===== config.mk =====
export PLATFORM = sky130hd
export DESIGN_NAME = branch_resolve_unit
export DESIGN_NICKNAME = d
export VERILOG_FILES = /design/src/rtl/branch_resolve_unit.sv
export SDC_FILE = /design/constraint.sdc
export NUM_CORES = 1
export LEC_CHECK = 0
export BUFFER_PORTS_ARGS = -buffer_cell sky130_fd_sc_hd__buf_2
export CELL_PAD_IN_SITES_DETAIL_PLACEMENT = 2
export CELL_PAD_IN_SITES_GLOBAL_PLACEMENT = 2
export CORE_MARGIN = 5
export CORE_UTILIZATION = 39
export DETAILED_ROUTE_END_ITERATION = 8
export PLACE_DENSITY_LB_ADDON = 0.1
export SYNTH_ARGS = -nofsm -noshare
export SYNTH_HDL_FRONTEND = slang
export SYNTH_SLANG_ARGS = --single-unit

===== constraint.sdc =====
create_clock -name clk -period 3.9 [get_ports clk]
set_clock_uncertainty 0.2 [all_clocks]
set_input_delay 0.78 -clock clk [delete_from_list [all_inputs] [get_ports clk]]
set_output_delay 0.78 -clock clk [all_outputs]
set_load 0.005 [all_outputs]

===== src/rtl/branch_resolve_unit.sv =====
// Fetch-side branch resolution: drives the fetch PC stream, queues {pc, pred} pairs
// in flight, checks them against execute, redirects on mispredict and trains the predictor.
module branch_resolve_unit #(
    parameter int PC_W     = 5,
    parameter int DEPTH    = 4,
    parameter int INC      = 4,
    parameter int RESET_PC = 0,
    parameter int CNT_W    = 8
) (
    input  logic              clk,
    input  logic              rst,
    output logic [PC_W-1:0]   fetch_pc,
    output logic              fetch_valid,
    input  logic [PC_W-1:0]   pred_next_pc,
    input  logic              exe_valid,
    input  logic [PC_W-1:0]   exe_actual_pc,
    output logic              upd_valid,
    output logic [PC_W-1:0]   upd_pc,
    output logic [PC_W-1:0]   upd_target,
    output logic              upd_taken,
    output logic              redirect,
    output logic [CNT_W-1:0]  correct_cnt,
    output logic [CNT_W-1:0]  mispredict_cnt,
    output logic              full,
    output logic              empty,
    output logic              protocol_err
);
    localparam int PTR_W = (DEPTH > 1) ? $clog2(DEPTH) : 1;
    localparam logic [PTR_W:0] FULL_CNT = (PTR_W + 1)'(DEPTH);

    logic [PC_W-1:0]  mem_pc_q   [DEPTH];
    logic [PC_W-1:0]  mem_pred_q [DEPTH];

    logic [PC_W-1:0]  fetch_pc_q, fetch_pc_d;
    logic [PTR_W-1:0] head_q, head_d, tail_q, tail_d;
    logic [PTR_W:0]   count_q, count_d;
    logic [CNT_W-1:0] correct_cnt_q, correct_cnt_d, mispredict_cnt_q, mispredict_cnt_d;
    logic             protocol_err_q, protocol_err_d;
    logic             upd_valid_q, upd_valid_d, upd_taken_q, upd_taken_d;
    logic [PC_W-1:0]  upd_pc_q, upd_pc_d, upd_target_q, upd_target_d;
    logic             redirect_q, redirect_d;

    logic             push, pop, mispred;
    logic [PC_W-1:0]  head_pc, head_pred;

    assign full        = (count_q == FULL_CNT);
    assign empty       = (count_q == '0);
    assign fetch_valid = !full;
    assign head_pc     = mem_pc_q[head_q];
    assign head_pred   = mem_pred_q[head_q];

    // A mispredict kills the same-cycle push: that fetch was down the wrong path.
    assign pop     = exe_valid && !empty;
    assign mispred = pop && (head_pred != exe_actual_pc);
    assign push    = fetch_valid && !mispred;

    always_comb begin
        fetch_pc_d       = fetch_pc_q;
        head_d           = head_q;
        tail_d           = tail_q;
        count_d          = count_q + {{PTR_W{1'b0}}, push} - {{PTR_W{1'b0}}, pop};
        correct_cnt_d    = correct_cnt_q;
        mispredict_cnt_d = mispredict_cnt_q;
        protocol_err_d   = protocol_err_q || (exe_valid && empty);
        upd_valid_d      = pop;
        upd_pc_d         = upd_pc_q;
        upd_target_d     = upd_target_q;
        upd_taken_d      = upd_taken_q;
        redirect_d       = mispred;

        if (push) begin
            tail_d     = tail_q + PTR_W'(1);
            fetch_pc_d = pred_next_pc;
        end
        if (pop) begin
            head_d       = head_q + PTR_W'(1);
            upd_pc_d     = head_pc;
            upd_target_d = exe_actual_pc;
            upd_taken_d  = (exe_actual_pc != PC_W'(head_pc + PC_W'(INC)));
        end
        if (mispred) begin
            count_d    = '0;
            head_d     = tail_q;
            fetch_pc_d = exe_actual_pc;
            if (mispredict_cnt_q != {CNT_W{1'b1}})
                mispredict_cnt_d = mispredict_cnt_q + CNT_W'(1);
        end else if (pop) begin
            if (correct_cnt_q != {CNT_W{1'b1}})
                correct_cnt_d = correct_cnt_q + CNT_W'(1);
        end
    end

    always_ff @(posedge clk or posedge rst) begin
        if (rst) begin
            fetch_pc_q       <= PC_W'(RESET_PC);
            head_q           <= '0;
            tail_q           <= '0;
            count_q          <= '0;
            correct_cnt_q    <= '0;
            mispredict_cnt_q <= '0;
            protocol_err_q   <= 1'b0;
            upd_valid_q      <= 1'b0;
            upd_pc_q         <= '0;
            upd_target_q     <= '0;
            upd_taken_q      <= 1'b0;
            redirect_q       <= 1'b0;
        end else begin
            fetch_pc_q       <= fetch_pc_d;
            head_q           <= head_d;
            tail_q           <= tail_d;
            count_q          <= count_d;
            correct_cnt_q    <= correct_cnt_d;
            mispredict_cnt_q <= mispredict_cnt_d;
            protocol_err_q   <= protocol_err_d;
            upd_valid_q      <= upd_valid_d;
            upd_pc_q         <= upd_pc_d;
            upd_target_q     <= upd_target_d;
            upd_taken_q      <= upd_taken_d;
            redirect_q       <= redirect_d;
        end
    end

    // Queue storage needs no reset: occupancy is tracked by count/pointers alone.
    always_ff @(posedge clk) begin
        if (push) begin
            mem_pc_q[tail_q]   <= fetch_pc_q;
            mem_pred_q[tail_q] <= pred_next_pc;
        end
    end

    assign fetch_pc       = fetch_pc_q;
    assign correct_cnt    = correct_cnt_q;
    assign mispredict_cnt = mispredict_cnt_q;
    assign protocol_err   = protocol_err_q;
    assign upd_valid      = upd_valid_q;
    assign upd_pc         = upd_pc_q;
    assign upd_target     = upd_target_q;
    assign upd_taken      = upd_taken_q;
    assign redirect       = redirect_q;
endmodule

# Word-level counts from Yosys, hierarchy flattened
# Memory sizes are Yosys's and may differ from the RTL's.
# Index checks and enable logic that the tools add are counted.
word_totals:
  memories: 2
  output_inout_bits: 38
  ff_bits: 42
  input_bits: 13
  mem_bits_ro: 0
  ramBits: 40
  latchBits: 0
memory_table:
  columns: ["memory", "words", "word_bits", "rd", "rd_clocked_by_memory_dff", "write_ports", "line", "source"]
  rows:
  - ["mem_pc_q", 4, 5, 1, 0, 1, "31", "logic [PC_W-1:0] mem_pc_q [DEPTH];"]
  - ["mem_pred_q", 4, 5, 1, 0, 1, "32", "logic [PC_W-1:0] mem_pred_q [DEPTH];"]
op_classes:
  mux: 7
  shift: 0
  div_mod_pow: 0
  addsub: 7
  multipliers: 0
  n_bitwise: 1
  n_eq_ne: 5
  reduce_logical: 13
  magnitude_cmp: 0
op_table:
  columns: ["op", "n"]
  rows:
  - ["8-bit by 1-bit adder with 8-bit output, second input constant", 2]
  - ["8-bit inequality test, second input constant", 2]
  - ["5-bit 2-to-1 mux", 2]
  - ["5-bit inequality test", 2]
  - ["5-bit by 3-bit adder with 5-bit output, second input constant", 1]
  - ["2-bit by 1-bit adder with 2-bit output, second input constant", 2]
  - ["1-bit logical AND", 4]
  - ["2-bit 2-to-1 mux", 2]
  - ["2-bit nonzero test", 2]
  - ["3-bit by 1-bit adder with 3-bit output", 1]
  - ["3-bit == test, second input constant", 1]
  - ["1-bit zero test", 3]
  - ["3-bit zero test", 1]
  - ["3-bit 2-to-1 mux", 1]
  - ["3-bit AND reduction", 1]
  - ["3-bit by 1-bit subtractor with 3-bit output", 1]
  - ["1-bit 2-to-1 mux", 2]
  - ["2-bit AND reduction", 1]
  - ["1-bit logical OR", 1]
  - ["1-bit inverter", 1]

# Longest topological paths before layout
# Gate-level depths: netlist of the first run.
depth:
  depth_word: 9
  depth_mapped: 16

# Least setup slack after synthesis of the first run
# OpenSTA, ideal clock, no wires.
synth_path:
  path_kind: "in2reg"
  startpoint: "in exe_actual_pc[0]"
  endpoint: "reg count_q[2]"
  setup_slack_ns: 0.568
  stages: 14
  t_arrival_ns: 3.013
  n_path_buf: 2
  setup_ns: 0.120
  required_time_ns: 3.580
  path_cell_list: "clkbuf_1 > xor2_1 > and4_1 > o211a_1 > buf_4 > o21ai_2 > ha_1 > inv_1 > ha_1 > inv_1 > fa_1 > xor2_1 > xnor2_1 > nor2_1"
synth_between:
  elab_chain_len: 7
synth_rtl:
  columns: ["element", "line", "source"]
  rows:
  - ["start, declared", "16", "input logic [PC_W-1:0] exe_actual_pc,"]
  - ["5-bit inequality test *", "54", "assign mispred = pop && (head_pred != exe_actual_pc);"]
  - ["1-bit logical AND *", "54", null]
  - ["1-bit zero test", "55", "assign push = fetch_valid && !mispred;"]
  - ["1-bit logical AND", "55", null]
  - ["3-bit by 1-bit adder with 3-bit output", "61", "count_d = count_q + {{PTR_W{1'b0}}, push} - {{PTR_W{1'b0}}, pop};"]
  - ["3-bit by 1-bit subtractor with 3-bit output", "61", null]
  - ["3-bit 2-to-1 mux *", "81", "if (mispred) begin"]
  - ["named net count_d[2]", "36", "logic [PTR_W:0] count_q, count_d;"]
  - ["end signal, assigned", "111", "count_q <= count_d;"]
  - ["end, declared", "36", null]
# Mark *: on every way through the listed nets, which the timed path passes. The rest lies on a longest branch.
# A chain may end at the register's enable or synchronous reset.

# Final worst setup path of the first run
layout_path:
  startpoint: "reg head_q[0]"
  endpoint: "reg count_q[2]"
layout_between:
  elab_chain_len: 8
layout_rtl:
  columns: ["element", "line", "source"]
  rows:
  - ["start, declared", "35", "logic [PTR_W-1:0] head_q, head_d, tail_q, tail_d;"]
  - ["start signal, assigned", "96", "head_q <= '0;"]
  - ["start signal, assigned", "109", "head_q <= head_d;"]
  - ["memory read 4 x 5 bit *", null, null]
  - ["5-bit inequality test *", "54", null]
  - ["1-bit logical AND *", "54", null]
  - ["1-bit zero test", "55", null]
  - ["1-bit logical AND", "55", null]
  - ["3-bit by 1-bit adder with 3-bit output", "61", null]
  - ["3-bit by 1-bit subtractor with 3-bit output", "61", null]
  - ["3-bit 2-to-1 mux *", "81", null]
  - ["named net count_d[2]", "36", null]
# Marks and branches as above.

==> results of run 1 <==
==> final cells by class <==
class | instances | share of cell area (%)
repair buffers | 58 | 7.41
inverters | 10 | 0.896
well taps | 111 | 3.32
clock buffers | 9 | 2.96
flip-flops and latches | 82 | 53.8
clock inverters | 7 | 1.82
multi-input cells | 164 | 29.8
==> Yosys cell counts (2+ instances only) <==
master and instances:
dfrtp_1 42, edfxtp_1 40, nand2_1 37, xnor2_1 18
mux2i_1 12, nand3_1 11, ha_1 9, xor2_1 9
inv_1 8, and3_1 7, mux4_2 7, clkbuf_1 6
nor3_1 6, o21ai_0 6, a31oi_1 5, nor2_1 5
nand4_1 4, and2_1 3, buf_2 3, mux2_2 3
a41oi_1 2, buf_6 2, nand2b_1 2, nor2b_1 2
nor4_2 2, or3_1 2
==> kinds of logic after synthesis <==
family                     Yosys count
muxes                               23
AOI/OAI and AO/OA                   22
and+or+nand+nor                     82
DFF                                 82
buffers and inverters               23
adders and majority gates           10
xor gates and xnor gates            27
==> through the flow <==
stage               setup WS (ns)  util (%)  instance area, µm²
floorplan                   0.568         -                3610
global placement            0.532      43.6                3990
detailed placement          0.440      43.6                3990
global route                0.307      45.8                4190
CTS                         0.466      45.8                4190
finish                      0.493      45.8                4190
==> metal layers <==
metal / vias to the layer above / wire (µm) / GRT usage, %
met4: 0 / 104 / 4.44
met1: 1185 / 4190 / 23.1
met5: - / 0 / 0
met3: 12 / 309 / 3.89
li1: 1073 / - / -
met2: 42 / 3970 / 25.9
==> registers in the layout, summed over array words and instances (netlist names), 3 cells and up <==
name	cells
mem_pc_q	20
upd_pc	5
mispredict_cnt	8
upd_target	5
mem_pred_q	20
fetch_pc	5
count_q	3
correct_cnt	8
==> worst paths after layout <==
| check | endpoint | slack, ns | depth (start not counted) |
|---|---|---|---|
| worst min-delay path | protocol_err | 0.26 | 1 |
| max in group asynchronous | count_q[0] | 2.76 | 3 |
| worst max register to register | count_q[2] | 0.49 | 12 |
| worst max-delay path | count_q[2] | 0.49 | 12 |
| worst min register to register | protocol_err | 0.26 | 1 |
| min in group asynchronous | upd_target[2] | 0.36 | 3 |
==> where the power goes <==
part	switching, µW	internal [µW]
clock network	329	300
registers	207	1270
logic	681	539
==> summary.md, run 1 <==
| Metric | Value |
|---|---|
| Status | `completed` |
| Crit path DAT | `3.45 ns` |
| DR iter-0 viols | `99` |
| Slowest-stage cell, CP | `dfrtp_1` |
| Chip width | `106 µm` |
| Hold buffers post-CTS | `0` |
| Crit path capture type | `register` |
| Post-CTS Resized | `0` |
| P per Cell Area | `slightly below 800 nW/µm²` |
| Netlist Area Pre-Place | `3610 µm²` |
| Min-delay worst type | `reg -> reg` |
| Largest net degree at the start of global routing | `43` |
| Post-DP HPWL | `around 6100 µm` |
| Critical Path Start | `head_q[0]` |
| Number of synthesized flops with an enable pin | `40` |
| Clock root cell | `clkbuf_8` |
| Leak | `0.00185 µW` |
| Worst Tran Pin Value | `0.618 ns` |
| Footprint of the multi-input gates | `approximately 1200 µm²` |
| Crit-path cells | `mux4_2 > xnor2_1 > o211a_1 > o21ai_2 > ha_1 > inv_1 > ha_1 > inv_1 > fa_1 > xor2_1 > xnor2_1 > nor2_1` |
| Total power | `3330 µW` |
| Post-synthesis sequential area ratio | `62.4%` |
| Largest family of logic cells by synthesized area | `simple AND/OR/NAND/NOR gates` |
| RePlAce Congestion | `0.736` |
| #FFs+latches synth | `82` |
| Pre-antenna DRT Iters | `4` |
| CTS sink count | `between 80 and 90` |
| Cells after Synth | `269` |
| Area growth syn-to-layout | `16.0%` |
| IO Port Bufs | `50` |
| Post-synth top area share | `33.3%` |
| Layout cells sized above 1 | `27.0%` |
| Crit Reg-Reg Startpoint | `head_q[0]` |
| Synth Area in Compound Gates | `4.30%` |
| Clock latency on the worst-skew pair | `0.36 ns` |
| Post-CTS Setup Inserts | `0` |
| Final setup violation count | `0` |
| Gr usage total | `16.5%` |
| Residual DRC count | `0` |
| Proportion of synthesized area in mux cells | `8.94%` |
| Vias in the first global route | `2613` |
| Fin crit period | `3.41 ns` |
| Initial antenna violation count | `0` |
| Filler cells | `935` |
| Critical Path RT | `around 3.9 ns` |
| Tcrit/Tclk final | `87.4%` |
| H-tree levels | `3` |
| # Max-Cap Violations | `0` |
| Num ports | `51` |
| Setup_tns | `0 ns` |
| Starting density of the core | `39.4%` |
| Worst path bufs/invs | `2` |
| Avg Vias per Cell | `5.24` |
| Routed wire length | `8580 µm` |
| Core Region | `9150 µm²` |
| CP max FO | `7` |
| Max Slew Vio Count | `0` |
| Antenna-violating nets left | `0` |
| Adder-Cell Fraction of Synth Area | `3.67%` |
| Routed len/inst | `19.4 µm` |
| Synth cell types | `42` |
| YS warnings | `0` |
| Nets | `348` |
| Sequential cell area | `2250 µm²` |
| Slew margin rel. | `between 50 and 60%` |
| Yosys top cell by area | `edfxtp_1` |
| Die area | `11300 µm²` |
| CTS tree | `yes` |
| Reg clk slew, reported paths | `0.09 ns` |
| Via count | `2312` |
| FMAX | `294 MHz` |
| Commonest non-fill, non-tap cell in the layout | `buf_2` |
| Row count | `35` |
| # diodes | `0` |
| Hold_sp | `protocol_err` |
| Placed cells | `425` |
| Maximum vdd drop | `377 µV` |
| Commonest non-fill, non-tap cells in the layout | `buf_2 (50), dfrtp_1 (42), edfxtp_1 (40)` |
| Mapped Nets | `between 200 and 300` |
| Simple-Gate Fraction of Synth Area | `between 10% and 20%` |
| Crit path kind | `reg -> reg` |
| Slowest cell delay on critical path | `~0.56 ns` |
| Syn_area_per_cell | `around 13 µm²` |
| Cts bufs inserted | `9` |
| Worst Hold Margin | `0.257 ns` |
| Fraction of synthesized cell area in xor and xnor cells | `6.55%` |
| Unrepaired setup endpoints after global routing | `false` |
| Grt ovf | `0` |
| CP startpoint kind | `register` |
| Finished Layout Cells | `441` |
| Final hold vios | `0` |
| Top Family by Delay on Critical Path | `adder cells` |
| Chip Height | `106 µm` |
| FFs w/ async S/R, synth | `51.2%` |
| Top FF cell, synth | `dfrtp_1` |
| Maximum buffer depth of the clock tree | `2` |
| Synth top area cells | `edfxtp_1 (33%), dfrtp_1 (29%), mux4_2 (4.4%)` |
| First-pass GRT wire length | `14200 µm` |
Note: power is estimated with default switching activity, not from simulation.
==> run 2: changes to the inputs <==
--- a/config.mk
+++ b/config.mk
@@ -5,12 +5,12 @@
 export SDC_FILE = /design/constraint.sdc
 export NUM_CORES = 1
 export LEC_CHECK = 0
-export BUFFER_PORTS_ARGS = -buffer_cell sky130_fd_sc_hd__buf_2
 export CELL_PAD_IN_SITES_DETAIL_PLACEMENT = 2
 export CELL_PAD_IN_SITES_GLOBAL_PLACEMENT = 2
 export CORE_MARGIN = 5
-export CORE_UTILIZATION = 39
+export CORE_UTILIZATION = 43
 export DETAILED_ROUTE_END_ITERATION = 8
+export DONT_BUFFER_PORTS = 1
 export PLACE_DENSITY_LB_ADDON = 0.1
 export SYNTH_ARGS = -nofsm -noshare
 export SYNTH_HDL_FRONTEND = slang
==> run 2 against run 1 <==
  * Critical path depth increased by 2
  * Sequential power increased by 4%
  * Sequential share of layout area increased by 3.2 points
  * First-iteration DRC count decreased by 18%
  * Wire length decreased by 0.40%
  * Clock power increased by 7.5%
  * Via count decreased by 9.0%
  * Global-route usage increased by 1.2 points
  * Count of clock-buffer cells in the layout unchanged
  * Core utilization increased by 2.3 points
  * Critical endpoint unchanged
  * Highest routed layer unchanged
  * Power decreased by 1.6%
==> summary.md, run 2 (same netlist as run 1, synthesis figures left out) <==
| Metric | Value |
|---|---|
| Num ports | `51 (unchanged)` |
| Finished Layout Cells | `384 (-13%)` |
| Critical Path RT | `3.94 ns (about the same)` |
| Final hold vios | `0 (unchanged)` |
| Slowest cell delay on critical path | `0.51 ns (-0.05 ns)` |
| Tcrit/Tclk final | `86.0% (-1.3 points)` |
| Post-CTS Resized | `0 (unchanged)` |
| Fin crit period | `3.36 ns (-0.0520 ns)` |
| Setup_tns | `0 ns (unchanged)` |
| Post-DP HPWL | `5940 µm (-3.2%)` |
| Hold buffers post-CTS | `0 (unchanged)` |
| Avg Vias per Cell | `5.48 (+4.5%)` |
| Post-CTS Setup Inserts | `0 (unchanged)` |
| Cts bufs inserted | `9 (unchanged)` |
| RR Endpoint | `count_q[2]` |
| Largest regs | `mem_pc_q x20, mem_pred_q x20` |
| Largest net degree at the start of global routing | `43 (unchanged)` |
| Row count | `33 (-5.7%)` |
| CP startpoint kind | `register` |
| Filler cells | `813 (-13%)` |
| Crit-path cells | `buf_12 > mux2i_1 > xor2_1 > and4_1 > o211a_1 > o21ai_2 > ha_1 > inv_1 > ha_1 > inv_1 > fa_1 > xor2_1 > xnor2_1 > nor2_1` |
| Layout cells sized above 1 | `14.3% (-13 points)` |
| M2 GR Usage | `28.2% (+2.3 points)` |
| Gr usage total | `17.7% (+1.2 points)` |
| Maximum buffer depth of the clock tree | `2 (unchanged)` |
| Crit path capture type | `register` |
| Maximum vdd drop | `335 µV (-11%)` |
| Depth of the worst register-to-register path | `14 (+2)` |
| First-pass GRT wire length | `13500 µm (-5.0%)` |
| Critical Path Start | `head_q[1]` |
| Die area | `10300 µm² (-8.4%)` |
| Met1 Resource Use GR | `24.1% (+0.99 points)` |
| CTS tree | `yes` |
| Reg clk slew, reported paths | `0.09 ns (about the same)` |
| Chip width | `102 µm (-4.3%)` |
| Residual DRC count | `0 (unchanged)` |
| Clock root cell | `clkbuf_8` |
| Final core utilization | `48.1% (+2.3 points)` |
| # diodes | `0 (unchanged)` |
| Worst Hold Margin | `0.302 ns (+0.0446 ns)` |
| Crit path to | `count_q[2]` |
| Crit path kind | `reg -> reg` |
| FMAX | `298 MHz (+1.6%)` |
| Chip Height | `102 µm (-4.3%)` |
| # Max-Cap Violations | `0 (unchanged)` |
| Routed wire length | `8540 µm (-0.40%)` |
| CTS sink count | `82 (unchanged)` |
| Antenna-violating nets left | `0 (unchanged)` |
| Slew margin rel. | `36.7% (-22 points)` |
| Unrepaired setup endpoints after global routing | `false` |
| GR Util met3 | `4.68% (+0.80 points)` |
| Commonest non-fill, non-tap cell in the layout | `dfrtp_1` |
| Clock latency on the worst-skew pair | `0.35 ns (about the same)` |
| CP max FO | `8 (+1)` |
| Total power | `3280 µW (-1.6%)` |
| Routed len/inst | `22.2 µm (+14%)` |
| Pre-antenna DRT Iters | `4 (unchanged)` |
| Nets | `297 (-15%)` |
| Min-delay worst type | `reg -> reg` |
| Grt ovf | `0 (unchanged)` |
| Status | `completed` |
| Initial antenna violation count | `0 (unchanged)` |
| Via count | `2104 (-9.0%)` |
| Starting density of the core | `43.9% (+4.5 points)` |
| Core Region | `8220 µm² (-10%)` |
| DR iter-0 viols | `81 (-18%)` |
| Crit Reg-Reg Startpoint | `head_q[1]` |
| Final setup violation count | `0 (unchanged)` |
| R2R Setup Slk | `0.54 ns (+0.05 ns)` |
| H-tree levels | `3 (unchanged)` |
| RePlAce Congestion | `0.745 (+1.3%)` |
| Vias in the first global route | `2372 (-9.2%)` |
| Commonest non-fill, non-tap cells in the layout | `dfrtp_1 (42), edfxtp_1 (40), nand2_1 (37)` |
| Placed cells | `368 (-13%)` |
| Worst Tran Pin Value | `0.949 ns (+0.331 ns)` |
| IO Port Bufs | `0 (-100%)` |
| P per Cell Area | `829 nW/µm² (+4.3%)` |
| Area growth syn-to-layout | `9.46%` |
| Leak | `0.00165 µW (-11%)` |
| Max Slew Vio Count | `0 (unchanged)` |
| Crit path DAT | `3.39 ns (-0.06 ns)` |
| GR peak layer | `met2` |
| Slowest-stage cell, CP | `dfrtp_1` |
run 2: cell types whose count changed in the layout (fill, tap and decap cells not counted):
cell / delta
clkinv_1: -2
buf_12: +1
clkinv_4: -1
buf_2: -50
inv_6: -1
inv_2: +1
buf_4: -2
bufinv_16: +1
clkinvlp_4: -1
clkinv_2: +3
run 2: worst max-delay path: cells and delay by family (launching register included):
| family | cells | cell delay, ns |
|---|---|---|
| xor+xnor | 3 | 0.54 |
| flops | 1 | 0.51 |
| fa+ha+maj | 3 | 0.82 |
| mux | 1 | 0.22 |
| compound gates | 2 | 0.32 |
| buf+inv | 3 | 0.28 |
| simple gates | 2 | 0.34 |
run 2: worst min path at each step:
stage | depth (start not counted) | to | from
after floorplan | 1 | protocol_err | protocol_err
after global placement | 1 | protocol_err | protocol_err
after detailed placement | 1 | protocol_err | protocol_err
after CTS | 0 | mem_pred_q[1][4] | pred_next_pc[4]
after global routing | 0 | mem_pred_q[1][4] | pred_next_pc[4]
final | 1 | protocol_err | protocol_err
run 2: area by class of cell:
type | instances | area (µm²) | share of cell area [%]
Tap cell | 105 | 131 | 3.32
Clock inverter | 7 | 92.6 | 2.34
Sequential cell | 82 | 2250 | 57.0
Inverter | 10 | 37.5 | 0.950
Timing Repair Buffer | 7 | 65.1 | 1.65
Clock buffer | 9 | 124 | 3.13
Multi-Input combinational cell | 164 | 1250 | 31.6
run 2: metal layers:
metal | wire length [µm] | vias up
li1 | - | 968
met1 | 3890 | 1072
met2 | 4050 | 58
met3 | 527 | 6
met4 | 69 | 0
met5 | 0 | -
run 2: report_power, final:
| part | internal (µW) | switching (µW) | total, µW |
|---|---|---|---|
| Sequential | 1270 | 262 | 1540 |
| Clock | 361 | 316 | 676 |
| Combinational | 458 | 607 | 1060 |
| Total | 2090 | 1180 | 3280 |
run 2: metrics by stage:
step                worst slack (ns)  instance area, µm²
floorplan                      0.568                3610
global placement               0.684                3730
detailed placement             0.542                3730
CTS                            0.524                3950
global route                   0.290                3950
finish                         0.545                3950
==> run 3: changes to the inputs <==
--- a/config.mk
+++ b/config.mk
@@ -9,6 +9,7 @@
 export CELL_PAD_IN_SITES_GLOBAL_PLACEMENT = 2
 export CORE_MARGIN = 5
 export CORE_UTILIZATION = 43
+export CTS_CLUSTER_DIAMETER = 60
 export DETAILED_ROUTE_END_ITERATION = 8
 export DONT_BUFFER_PORTS = 1
 export PLACE_DENSITY_LB_ADDON = 0.1
==> constraint.sdc (replaced) <==
create_clock -name clk -period 3.9 [get_ports clk]
set_clock_uncertainty 0.2 [all_clocks]
set_input_delay 0.78 -clock clk [delete_from_list [all_inputs] [get_ports clk]]
set_output_delay 0.78 -clock clk [all_outputs]
set_load 0.02 [all_outputs]
==> run 3 against run 2 <==
  * Flip-flop and latch count is the same
  * Core utilization shrank 0.35 points
  * Hold slack gained 0.0025 ns
  * Final area shrank 0.73%
  * Worst setup slack lost 0.050 ns
  * Non-clock buffer count grew 2
  * Count of clock-buffer cells in the layout grew 1
  * Sequential power grew 9.7%
  * Wire length grew 0.32%
  * Largest cell class unchanged
  * Largest power group unchanged
  * Highest routed layer unchanged
==> summary.md, run 3 (same netlist as run 1, synthesis figures left out) <==
| Metric | Value |
|---|---|
| Leak | `0.00164 µW (-0.70%)` |
| Die area | `10300 µm² (unchanged)` |
| Via count | `2144 (+1.9%)` |
| Nets | `299 (+0.67%)` |
| CTS sink count | `82 (unchanged)` |
| Critical Path RT | `3.94 ns (about the same)` |
| Final setup violation count | `0 (unchanged)` |
| # diodes | `0 (unchanged)` |
| Slowest cell delay on critical path | `0.71 ns (+0.20 ns)` |
| Crit Reg-Reg Startpoint | `head_q[1]` |
| Worst path bufs/invs | `2 (-1)` |
| Post-DP HPWL | `5770 µm (-2.9%)` |
| Gr usage total | `17.9% (+0.15 points)` |
| Max Slew Vio Count | `0 (unchanged)` |
| Largest regs | `mem_pc_q x20, mem_pred_q x20` |
| Clock share of power | `18.0% (-2.6 points)` |
| IO Port Bufs | `0 (unchanged)` |
| Core Region | `8220 µm² (unchanged)` |
| Sw Pwr | `1350 µW (+14%)` |
| Status | `completed` |
| Total power | `3360 µW (+2.6%)` |
| Filler cells | `802 (-1.4%)` |
| Hold buffers post-CTS | `0 (unchanged)` |
| Crit path kind | `reg -> reg` |
| CP startpoint kind | `register` |
| Initial antenna violation count | `0 (unchanged)` |
| Final hold vios | `0 (unchanged)` |
| Layout cells sized above 1 | `14.2% (-0.10 points)` |
| CP max FO | `12 (+4)` |
| RR Endpoint | `count_q[2]` |
| Setup_tns | `0 ns (unchanged)` |
| Residual DRC count | `0 (unchanged)` |
| Crit-path cells | `mux2i_1 > xor2_1 > and4_1 > o211a_1 > o21ai_2 > ha_1 > inv_1 > ha_1 > inv_1 > fa_1 > xor2_1 > xnor2_1 > nor2_1` |
| Crit path DAT | `3.44 ns (+0.05 ns)` |
| Clock latency on the worst-skew pair | `0.36 ns (about the same)` |
| Num ports | `51 (unchanged)` |
| R2R Setup Slk | `0.49 ns (-0.05 ns)` |
| Unrepaired setup endpoints after global routing | `false` |
| Pre-antenna DRT Iters | `4 (unchanged)` |
| Worst Tran Pin Value | `0.946 ns (-0.00235 ns)` |
| Cts bufs inserted | `9 (unchanged)` |
| Reg clk slew, reported paths | `0.09 ns (about the same)` |
| DR iter-0 viols | `117 (+44%)` |
| Grt ovf | `0 (unchanged)` |
| Chip width | `102 µm (unchanged)` |
| P per Cell Area | `857 nW/µm² (+3.4%)` |
| CTS tree | `yes` |
| Top Family by Delay on Critical Path | `adder cells` |
| Fin crit period | `3.41 ns (+0.0500 ns)` |
| Slowest-stage cell, CP | `dfrtp_1` |
| Reg power frac | `50.3% (+3.4 points)` |
| Vias in the first global route | `2428 (+2.4%)` |
| Sw frac | `40.0% (+3.9 points)` |
| # Max-Cap Violations | `0 (unchanged)` |
| Commonest non-fill, non-tap cells in the layout | `dfrtp_1 (42), edfxtp_1 (40), nand2_1 (37)` |
| Slew margin rel. | `36.8% (+0.16 points)` |
| Chip Height | `102 µm (unchanged)` |
| Crit path capture type | `register` |
| Routed len/inst | `22.2 µm (-0.20%)` |
| Avg Vias per Cell | `5.55 (+1.4%)` |
| Instance count on the critical path | `13 (-1)` |
| Starting density of the core | `43.9% (unchanged)` |
| Min-delay worst type | `in -> async` |
| FMAX | `294 MHz (-1.5%)` |
| Row count | `33 (unchanged)` |
| Largest net degree at the start of global routing | `43 (unchanged)` |
| P_int | `2020 µW (-3.6%)` |
| Antenna-violating nets left | `0 (unchanged)` |
| H-tree levels | `3 (unchanged)` |
| Post-CTS Resized | `0 (unchanged)` |
| Maximum buffer depth of the clock tree | `2 (unchanged)` |
| First-pass GRT wire length | `13700 µm (+1.0%)` |
| Area growth syn-to-layout | `8.67%` |
| Tcrit/Tclk final | `87.3% (+1.3 points)` |
| Routed wire length | `8570 µm (+0.32%)` |
| Depth of the worst register-to-register path | `13 (-1)` |
| Maximum vdd drop | `325 µV (-3.1%)` |
| RePlAce Congestion | `0.699 (-6.3%)` |
| Comb power frac | `31.8% (-0.7 points)` |
| Clock root cell | `clkbuf_8` |
| Finished Layout Cells | `386 (+0.52%)` |
| Commonest non-fill, non-tap cell in the layout | `dfrtp_1` |
| Placed cells | `370 (+0.54%)` |
| Post-CTS Setup Inserts | `0 (unchanged)` |
## run 3: cell types whose count changed in the layout (fill, tap and decap cells not counted)
cell / before / now
buf_12: 1 / 0
buf_4: 6 / 9
bufinv_16: 2 / 1
clkbuf_1: 0 / 1
clkinv_1: 1 / 2
inv_6: 1 / 0
## run 3: how the worst max path moves through the flow
stage / from / end / slack [ns]
after global routing: head_q[1] / count_q[2] / 0.24
after detailed placement: head_q[1] / count_q[2] / 0.44
after global placement: head_q[1] / count_q[2] / 0.60
after floorplan: exe_actual_pc[0] / count_q[2] / 0.57
final: head_q[1] / count_q[2] / 0.49
after CTS: head_q[1] / count_q[2] / 0.44
## run 3: metrics by stage
| step | setup WS [ns] | instance area [µm²] | hold slack, ns | utilization, % |
|---|---|---|---|---|
| global placement | 0.602 | 3740 | 0.358 | 45.5 |
| floorplan | 0.568 | 3610 | 0.315 | - |
| global route | 0.239 | 3920 | 0.287 | 47.7 |
| detailed placement | 0.444 | 3740 | 0.382 | 45.5 |
| CTS | 0.443 | 3920 | 0.293 | 47.7 |
| finish | 0.495 | 3920 | 0.304 | 47.7 |
## run 3: power groups by stage
stage | Combinational, µW | Clock [µW] | Sequential [µW]
final | 1070 | 605 | 1690
after global routing | 1190 | 659 | 1740
after CTS | 1100 | 621 | 1700
after detailed placement | 1090 | 0 | 1720
after global placement | 1040 | 0 | 1690
after floorplan | 835 | 0 | 1600
## run 3: routing by layer
metal / global-route usage [%] / part of all wire [%] / vias to the layer above
met3: 4.20 / 4.8 / 13
met1: 23.5 / 45 / 1110
li1: - / - / 970
met2: 29.0 / 48 / 51
met4: 6.44 / 1.6 / 0
met5: 0 / 0 / -
## run 3: area by class of cell
type / count / area, µm² / share of cell area [%]
timing repair buffer: 9 / 67.6 / 1.72
tap: 105 / 131 / 3.35
multi-input combinational: 164 / 1250 / 31.8
clock inverter: 6 / 57.6 / 1.47
inverter: 10 / 37.5 / 0.957
clock buffer: 10 / 128 / 3.25
sequential: 82 / 2250 / 57.4
## run 3: worst register-to-register path, stage by stage, from the launching register on
cell,delay (ns)
dfrtp_1,0.71
mux2i_1,0.31
xor2_1,0.21
and4_1,0.27
o211a_1,0.22
o21ai_2,0.10
ha_1,0.30
inv_1,0.06
ha_1,0.13
inv_1,0.04
fa_1,0.37
xor2_1,0.21
xnor2_1,0.14
nor2_1,0.05
